## src/rtl/issue_ctrl_pkg.sv

```systemverilog
// Shared opcode encodings, decoded-field widths and in-flight entry type for the issue controller.
package issue_ctrl_pkg;

  localparam int OP_W   = 2;
  localparam int A_LEN  = 5;
  localparam int INST_W = OP_W + 3 * A_LEN;

  localparam logic [OP_W-1:0] OP_NOP = 2'b00;
  localparam logic [OP_W-1:0] OP_ADD = 2'b01;
  localparam logic [OP_W-1:0] OP_SUB = 2'b10;
  localparam logic [OP_W-1:0] OP_AND = 2'b11;

  typedef struct packed {
    logic             v;
    logic [A_LEN-1:0] addr;
  } entry_t;

endpackage

```

## src/rtl/issue_ctrl_hazard_cmp.sv

```systemverilog
// Compares one source register against every in-flight stage; flags a RAW hazard and a retire-only match.
// ISSUE_FWD_EN: a match only in the retiring stage is forwarded instead of stalling.
module hazard_cmp #(
  parameter int EX_LAT = 2,
  parameter int A_LEN  = 5
) (
  input  logic [A_LEN-1:0]        src,
  input  logic [EX_LAT-1:0]       stage_v,
  input  logic [EX_LAT*A_LEN-1:0] stage_addr,
  output logic                    hazard,
  output logic                    retire_hit
);

  logic src_live;
  logic young_match;
  logic retire_match;

  // r0 is hardwired and can never be the target of a pending write.
  assign src_live = |src;

  always_comb begin
    young_match = 1'b0;
    for (int i = 0; i < EX_LAT - 1; i++) begin
      if (stage_v[i] && (stage_addr[i*A_LEN +: A_LEN] == src)) begin
        young_match = 1'b1;
      end
    end
  end

  assign retire_match = stage_v[EX_LAT-1] &&
                        (stage_addr[(EX_LAT-1)*A_LEN +: A_LEN] == src);

`ifdef ISSUE_FWD_EN
  assign hazard     = src_live && young_match;
  assign retire_hit = src_live && retire_match && !young_match;
`else
  // The retiring write is only visible to register-file reads next cycle.
  assign hazard     = src_live && (young_match || retire_match);
  assign retire_hit = 1'b0;
`endif

endmodule

```

## src/rtl/issue_ctrl.sv

```systemverilog
// In-order issue controller: tracks in-flight writes, stalls fetch on RAW hazards, drives RF writeback.
// ISSUE_FWD_EN: forwards from the retiring stage via fwd_sel1/2 instead of stalling.
module issue_ctrl
  import issue_ctrl_pkg::OP_W, issue_ctrl_pkg::OP_NOP;
#(
  parameter int EX_LAT = 2,
  parameter int A_LEN  = issue_ctrl_pkg::A_LEN
) (
  input  logic             clk,
  input  logic             rstN,
  input  logic             inst_valid,
  input  logic [OP_W-1:0]  op,
  input  logic [A_LEN-1:0] waddr,
  input  logic [A_LEN-1:0] raddr1,
  input  logic [A_LEN-1:0] raddr2,
  output logic             fetch_stall,
  output logic             issue_valid,
  output logic [OP_W-1:0]  issue_op,
  output logic [A_LEN-1:0] rf_raddr1,
  output logic [A_LEN-1:0] rf_raddr2,
  output logic             wb_en,
  output logic [A_LEN-1:0] wb_addr,
  output logic             fwd_sel1,
  output logic             fwd_sel2,
  output logic [15:0]      stall_cnt
);

  logic [EX_LAT-1:0]       s_v;
  logic [EX_LAT*A_LEN-1:0] s_addr;
  logic [15:0]             stall_cnt_q;

  logic hazard1, hazard2;
  logic retire_hit1, retire_hit2;
  logic load_v;
  logic [A_LEN-1:0] load_addr;

  hazard_cmp #(.EX_LAT(EX_LAT), .A_LEN(A_LEN)) u_cmp1 (
    .src        (raddr1),
    .stage_v    (s_v),
    .stage_addr (s_addr),
    .hazard     (hazard1),
    .retire_hit (retire_hit1)
  );

  hazard_cmp #(.EX_LAT(EX_LAT), .A_LEN(A_LEN)) u_cmp2 (
    .src        (raddr2),
    .stage_v    (s_v),
    .stage_addr (s_addr),
    .hazard     (hazard2),
    .retire_hit (retire_hit2)
  );

  assign issue_valid = inst_valid && !hazard1 && !hazard2;
  assign fetch_stall = inst_valid && (hazard1 || hazard2);
  assign issue_op    = issue_valid ? op : OP_NOP;
  assign rf_raddr1   = raddr1;
  assign rf_raddr2   = raddr2;
  assign fwd_sel1    = issue_valid && retire_hit1;
  assign fwd_sel2    = issue_valid && retire_hit2;

  // Stalls, idle cycles, NOPs and r0 writes all enter as bubbles with a cleared address.
  assign load_v    = issue_valid && (op != OP_NOP) && (|waddr);
  assign load_addr = load_v ? waddr : '0;

  always_ff @(posedge clk or negedge rstN) begin
    if (!rstN) begin
      s_v    <= '0;
      s_addr <= '0;
    end else begin
      s_v[0]          <= load_v;
      s_addr[0+:A_LEN] <= load_addr;
      for (int i = 1; i < EX_LAT; i++) begin
        s_v[i]                 <= s_v[i-1];
        s_addr[i*A_LEN +: A_LEN] <= s_addr[(i-1)*A_LEN +: A_LEN];
      end
    end
  end

  assign wb_en   = s_v[EX_LAT-1];
  assign wb_addr = s_addr[(EX_LAT-1)*A_LEN +: A_LEN];

  always_ff @(posedge clk or negedge rstN) begin
    if (!rstN) begin
      stall_cnt_q <= '0;
    end else if (fetch_stall && (stall_cnt_q != 16'hFFFF)) begin
      stall_cnt_q <= stall_cnt_q + 16'd1;
    end
  end

  assign stall_cnt = stall_cnt_q;

endmodule
```

## config.mk

```make
export PLATFORM = sky130hd
export DESIGN_NAME = issue_ctrl
export DESIGN_NICKNAME = d
export VERILOG_FILES = /design/src/rtl/issue_ctrl_pkg.sv /design/src/rtl/issue_ctrl_hazard_cmp.sv /design/src/rtl/issue_ctrl.sv
export SDC_FILE = /design/constraint.sdc
export NUM_CORES = 1
export LEC_CHECK = 0
export ABC_CLOCK_PERIOD_IN_PS = 3100
export CORE_ASPECT_RATIO = 1.1
export CORE_MARGIN = 1.5
export CORE_UTILIZATION = 44
export CTS_BUF_LIST = sky130_fd_sc_hd__clkbuf_16
export CTS_CLUSTER_SIZE = 40
export DETAILED_ROUTE_END_ITERATION = 16
export PLACE_DENSITY = 0.84
export SYNTH_ARGS = -nofsm -noshare
export SYNTH_HDL_FRONTEND = slang
export SYNTH_SLANG_ARGS = --single-unit
```

## constraint.sdc

```tcl
create_clock -name clk -period 3.1 [get_ports clk]
set_clock_uncertainty 0.15 [all_clocks]
set_input_delay 0.465 -clock clk [delete_from_list [all_inputs] [get_ports clk]]
set_output_delay 0.465 -clock clk [all_outputs]
set_load 0.01 [all_outputs]
```

# Word level (Yosys, flattened, before mapping)
# Index checks and enable logic that the tools add are counted.
# word_totals
reg_bits	28
in_bits	20
output_inout_bits	38
# op_classes
eq_ne	5
mux	4
n_addsub	1
reduce_logical	21
# ops
operator	count
5-bit == test	4
16-bit by 1-bit adder with 16-bit output (second input constant)	1
16-bit inequality test (second input constant)	1
5-bit OR reduction	3
1-bit logical AND	12
5-bit 2-to-1 mux	1
1-bit logical OR	3
1-bit logical NOT	2
1-bit 2-to-1 mux	2
2-bit 2-to-1 mux	1
2-bit nonzero test	1

# Logic depth before layout (Yosys ltp)
# depth
ltp_word	11
depth_mapped	8

# Hierarchy
# From an unflattened synthesis, not the netlist that was laid out.
# hier_totals
cells_unflattened	159
hier_area_um2	1674.1
# by_module_without_submodules
module	cells_each	seq_area_each_um2	area_each_um2	n_inst
issue_ctrl	121	700.7	1386.3	1
hazard_cmp	19	0.0	143.9	2

# Worst setup path after synthesis
# OpenSTA, ideal clock, no wires.
# synth_timing
path_type	in2out
from	in raddr1[0]
to	out issue_op[0]
required_ps	2485
path_slack_ps	528
arrival_ps	1957
cell_stages	7
cell_sequence	or4_1 -> nor2_2 -> nor3_1 -> nor4_2 -> buf_4 -> buf_6 -> and3_1
# synth_via
elab_chain_len	9
elab_cells_between_ends	12
cone_classes	2 x eq/ne; 2 x mux; 8 x reduce/logical
# synth_lines
item	line_no	rtl
from (decl)	issue_ctrl.sv:14	input logic [A_LEN-1:0] raddr1,
5-bit == test	issue_ctrl_hazard_cmp.sv:24	if (stage_v[i] && (stage_addr[i*A_LEN +: A_LEN] == src)) begin
1-bit logical AND	issue_ctrl_hazard_cmp.sv:24	
1-bit 2-to-1 mux	issue_ctrl_hazard_cmp.sv:24	
1-bit logical OR	issue_ctrl_hazard_cmp.sv:38	assign hazard = src_live && (young_match || retire_match);
1-bit logical AND (*)	issue_ctrl_hazard_cmp.sv:38	
1-bit logical NOT (*)	issue_ctrl.sv:53	assign issue_valid = inst_valid && !hazard1 && !hazard2;
1-bit logical AND (*) (2 in a row)	issue_ctrl.sv:53	
2-bit 2-to-1 mux (*)	issue_ctrl.sv:55	assign issue_op = issue_valid ? op : OP_NOP;
to (decl)	issue_ctrl.sv:18	output logic [OP_W-1:0] issue_op,
# Every way passes the cells marked *; elsewhere a longest branch is shown, timed or not.

# Worst setup path in the final report
# layout_timing
from	in raddr2[2]
to	out issue_op[0]
# layout_via
elab_chain_len	8
elab_cells_between_ends	11
cone_classes	2 x eq/ne; 2 x mux; 7 x reduce/logical
# layout_lines
item	line_no	rtl
from (decl)	issue_ctrl.sv:15	input logic [A_LEN-1:0] raddr2,
5-bit == test	issue_ctrl_hazard_cmp.sv:24	
1-bit logical AND	issue_ctrl_hazard_cmp.sv:24	
1-bit 2-to-1 mux	issue_ctrl_hazard_cmp.sv:24	
1-bit logical OR	issue_ctrl_hazard_cmp.sv:38	
1-bit logical AND (*)	issue_ctrl_hazard_cmp.sv:38	
1-bit logical NOT (*)	issue_ctrl.sv:53	
1-bit logical AND (*)	issue_ctrl.sv:53	
2-bit 2-to-1 mux (*)	issue_ctrl.sv:55	
# Marked as above.

==> impl_metrics.csv <==
group,metric,value,unit
run_status,status,"complete, no violations",
clock_network,cts-root-buf,"clkbuf_16",
setup_path,cp_common_cell,"buf_6",
synthesis,yosysTopAreaCell,"dfrtp_1",
clock_network,cts_num_sinks,28,
clock_network,cts_buffer_depth,2,
timing,setup_viol,0,
flow_run,drv_cap,0,
grt,track_usage,21.2,%
synthesis,synth_cells,154,
timing,fmax,327,MHz
setup_path,end_kind,"primary output",
setup_path,slowest_stage,"or4_4",
die,die_x,60.5,um
synthesis,synth_cell_types,31,
power,clockPowerShare,31.5,%
hold_path,hold_depth,0,
drt,drc_errors,0,
clock_network,clk_transition_reported_paths,60,ps
drt,num_vias,1317,
setup_path,cpLargestDelayFamily,"simple AND/OR/NAND/NOR gates",
layout,area_delta_synth_final,43.1,%
drt,routedWlPerCell,15.4,um
placement,placedCellCount,250,
synthesis,ys_top_cells_by_area,"dfrtp_1 44%, xnor2_1 12%, buf_4 8.5%",
setup_path,crit_chain,"clkdlybuf4s50_1, or4_4, nor2_4, nor3_2, nor4_2, buf_4, buf_6, and3_4, buf_6",
setup_path,worstPathRequired,2480,ps
setup_path,startpoint,"raddr2[2]",
timing,whs,272,ps
drt,routed_via_density,5.16,
setup_path,worstSetupPathType,"primary input to primary output",
synthesis,synth_edf_count,0,
synthesis,ys_seq_area_share,43.8,%
synthesis,syn_avg_cell_area,10.4,um2
power,p_int,0.684,mW
die,ioPinCount,58,
clock_network,h-tree-depth,1,
timing,slew_violations,0,
power,cellPowerDensity,400,mW/mm2
setup_path,timing.rr.start,"stall_cnt[0]",
layout,layout_common_cells,"49 x clkdlybuf4s50_1, 28 x dfrtp_1, 22 x xnor2_1",
layout,layout.cells.non_filler,255,
grt,grt_pass1_wl,6360,um
grt,grt_overflow,0,
clock_network,cts_tree,"built",
setup_path,reg2reg_to,"stall_cnt[1]",
die,initial_core_util,46.8,%
hold_path,whs_endpoint,"s_v[1]",
setup_path,r2r_slack,680,ps
layout,drive_above_1_share,15.5,%
die,core-area,0.00341,mm2
clock_network,clk_latency,260,ps
setup_path,reg2reg_depth,7,
hold_path,hp-start,"s_v[0]",
hold_path,hold_class,"flop to flop",
synthesis,yosys_warnings,0,
drt,routed_wirelength,3940,um
power,netSwitchingPower,0.231,mW
setup_path,slowest_delay,500,ps
synthesis,ys_ff_latch,28,
timing,fin_crit,3050,ps
clock_network,numCtsBuffers,3,
synthesis,synth_ff_type,"dfrtp_1",
power,swShare,25.2,%
power,ir_drop,312,uV
die,die-area,0.00401,mm2
grt,grt_start_max_net_pins,29,
drt,ant_nets,0,
power,leakage,0.996,nW
drt,dr.pass1.iters,4,
setup_path,critPathBufInv,4,
layout,antenna_cells,0,
placement,io_buffers,55,
synthesis,synth_area,0.00160,mm2
placement,gp_congestion,0.803,
setup_path,critPathMaxFanout,4,
synthesis,synth_top_area_share,43.8,%
setup_path,critPathArrivalTime,2440,ps
power,seqPwrFrac,46.1,%
timing,fin_crit_sh,98.5,%
die,num_rows,22,
synthesis,ys_async_sr_fraction,100,%
timing,finalHoldViolCount,0,
setup_path,start_kind,"primary input",
die,die_h,66.2,um
grt,grt_pass1_vias,1381,
drt,dr.first_iter.drc_count,45,
layout,final_common_cell,"clkdlybuf4s50_1",
power,combPwrFrac,22.4,%
layout,final_nets,229,
placement,hpwl,2960,um
grt,antenna_found_initial,0,
## metal layers
layer	share of wire (%)	track usage (%)
met2	53	36.8
met5	0	0
met4	3.5	12.0
met3	4.5	1.96
met1	39	25.0
## stage by stage
| stage | util (%) | setup slack, ps | total power, mW | TNS [ps] | instance area, um2 |
|---|---|---|---|---|---|
| 3_5_place_dp | 63.1 | -268 | 0.627 | -807 | 2150 |
| 4_1_cts | 65.3 | 35.9 | 0.915 | 0 | 2230 |
| 5_1_grt | 67.0 | -28.4 | 0.960 | -69.1 | 2290 |
| 3_3_place_gp | 63.1 | -229 | 0.619 | -737 | 2150 |
| 6_report | 67.0 | 46.2 | 0.915 | 0 | 2290 |
| 2_1_floorplan | - | 528 | 0.518 | 0 | 1600 |
## cell usage after synthesis, types with 2 or more instances
library cell / instances
and3_1: 5
nand2_1: 9
buf_4: 18
dfrtp_1: 28
and2_1: 6
nor2_1: 7
xor2_1: 13
nand3_1: 7
nor3_1: 8
xnor2_1: 22
or4_1: 3
nand4_1: 8
nor4b_1: 2
## area by class of cell
cell class | count | area (um2)
Fill cell | 280 | 1120
Multi-Input combinational cell | 107 | 792
Sequential cell | 28 | 701
Timing Repair Buffer | 68 | 657
Clock buffer | 3 | 75.1
Tap cell | 48 | 60.1
Clock inverter | 1 | 3.75
## power by group through the flow
stage                     combinational [mW]  clock, mW  sequential (mW)
after floorplan                       0.0901          0            0.428
after global placement                 0.192          0            0.427
after detailed placement               0.200          0            0.427
after CTS                              0.199      0.295            0.421
after global routing                   0.223      0.310            0.427
final                                  0.205      0.289            0.422
## registers in the layout (all words and copies together), names as in the netlist
name and cells:
s_addr 10, s_v 2, stall_cnt 16
## cells by family after synthesis
family	Yosys count	synth area share (%)
DFF	28	43.8
and+or+nand+nor	65	23.7
buffers and inverters	20	9.39
AOI/OAI and AO/OA	3	2.19
other	1	0.235
muxes	1	0.704
adders and majority gates	1	0.782
xor gates and xnor gates	35	19.2
## worst max-delay path by stage
| stage | cells after the start | slack, ps | to |
|---|---|---|---|
| floorplan | 7 | 530 | issue_op[0] |
| global placement | 8 | -230 | issue_op[1] |
| detailed placement | 8 | -270 | issue_op[0] |
| CTS | 9 | 40 | issue_op[0] |
| global route | 9 | -30 | issue_op[0] |
| finish | 9 | 50 | issue_op[0] |
## timing repair
action / CTS / global route
setup buffers: 1 / 0
hold buffers: 0 / 0
pin swaps: 0 / 5
resized for setup: 11 / 13
setup endpoints to repair: 4 / 3
cloned: 0 / 0
Note: power is estimated with default switching activity, not from simulation.
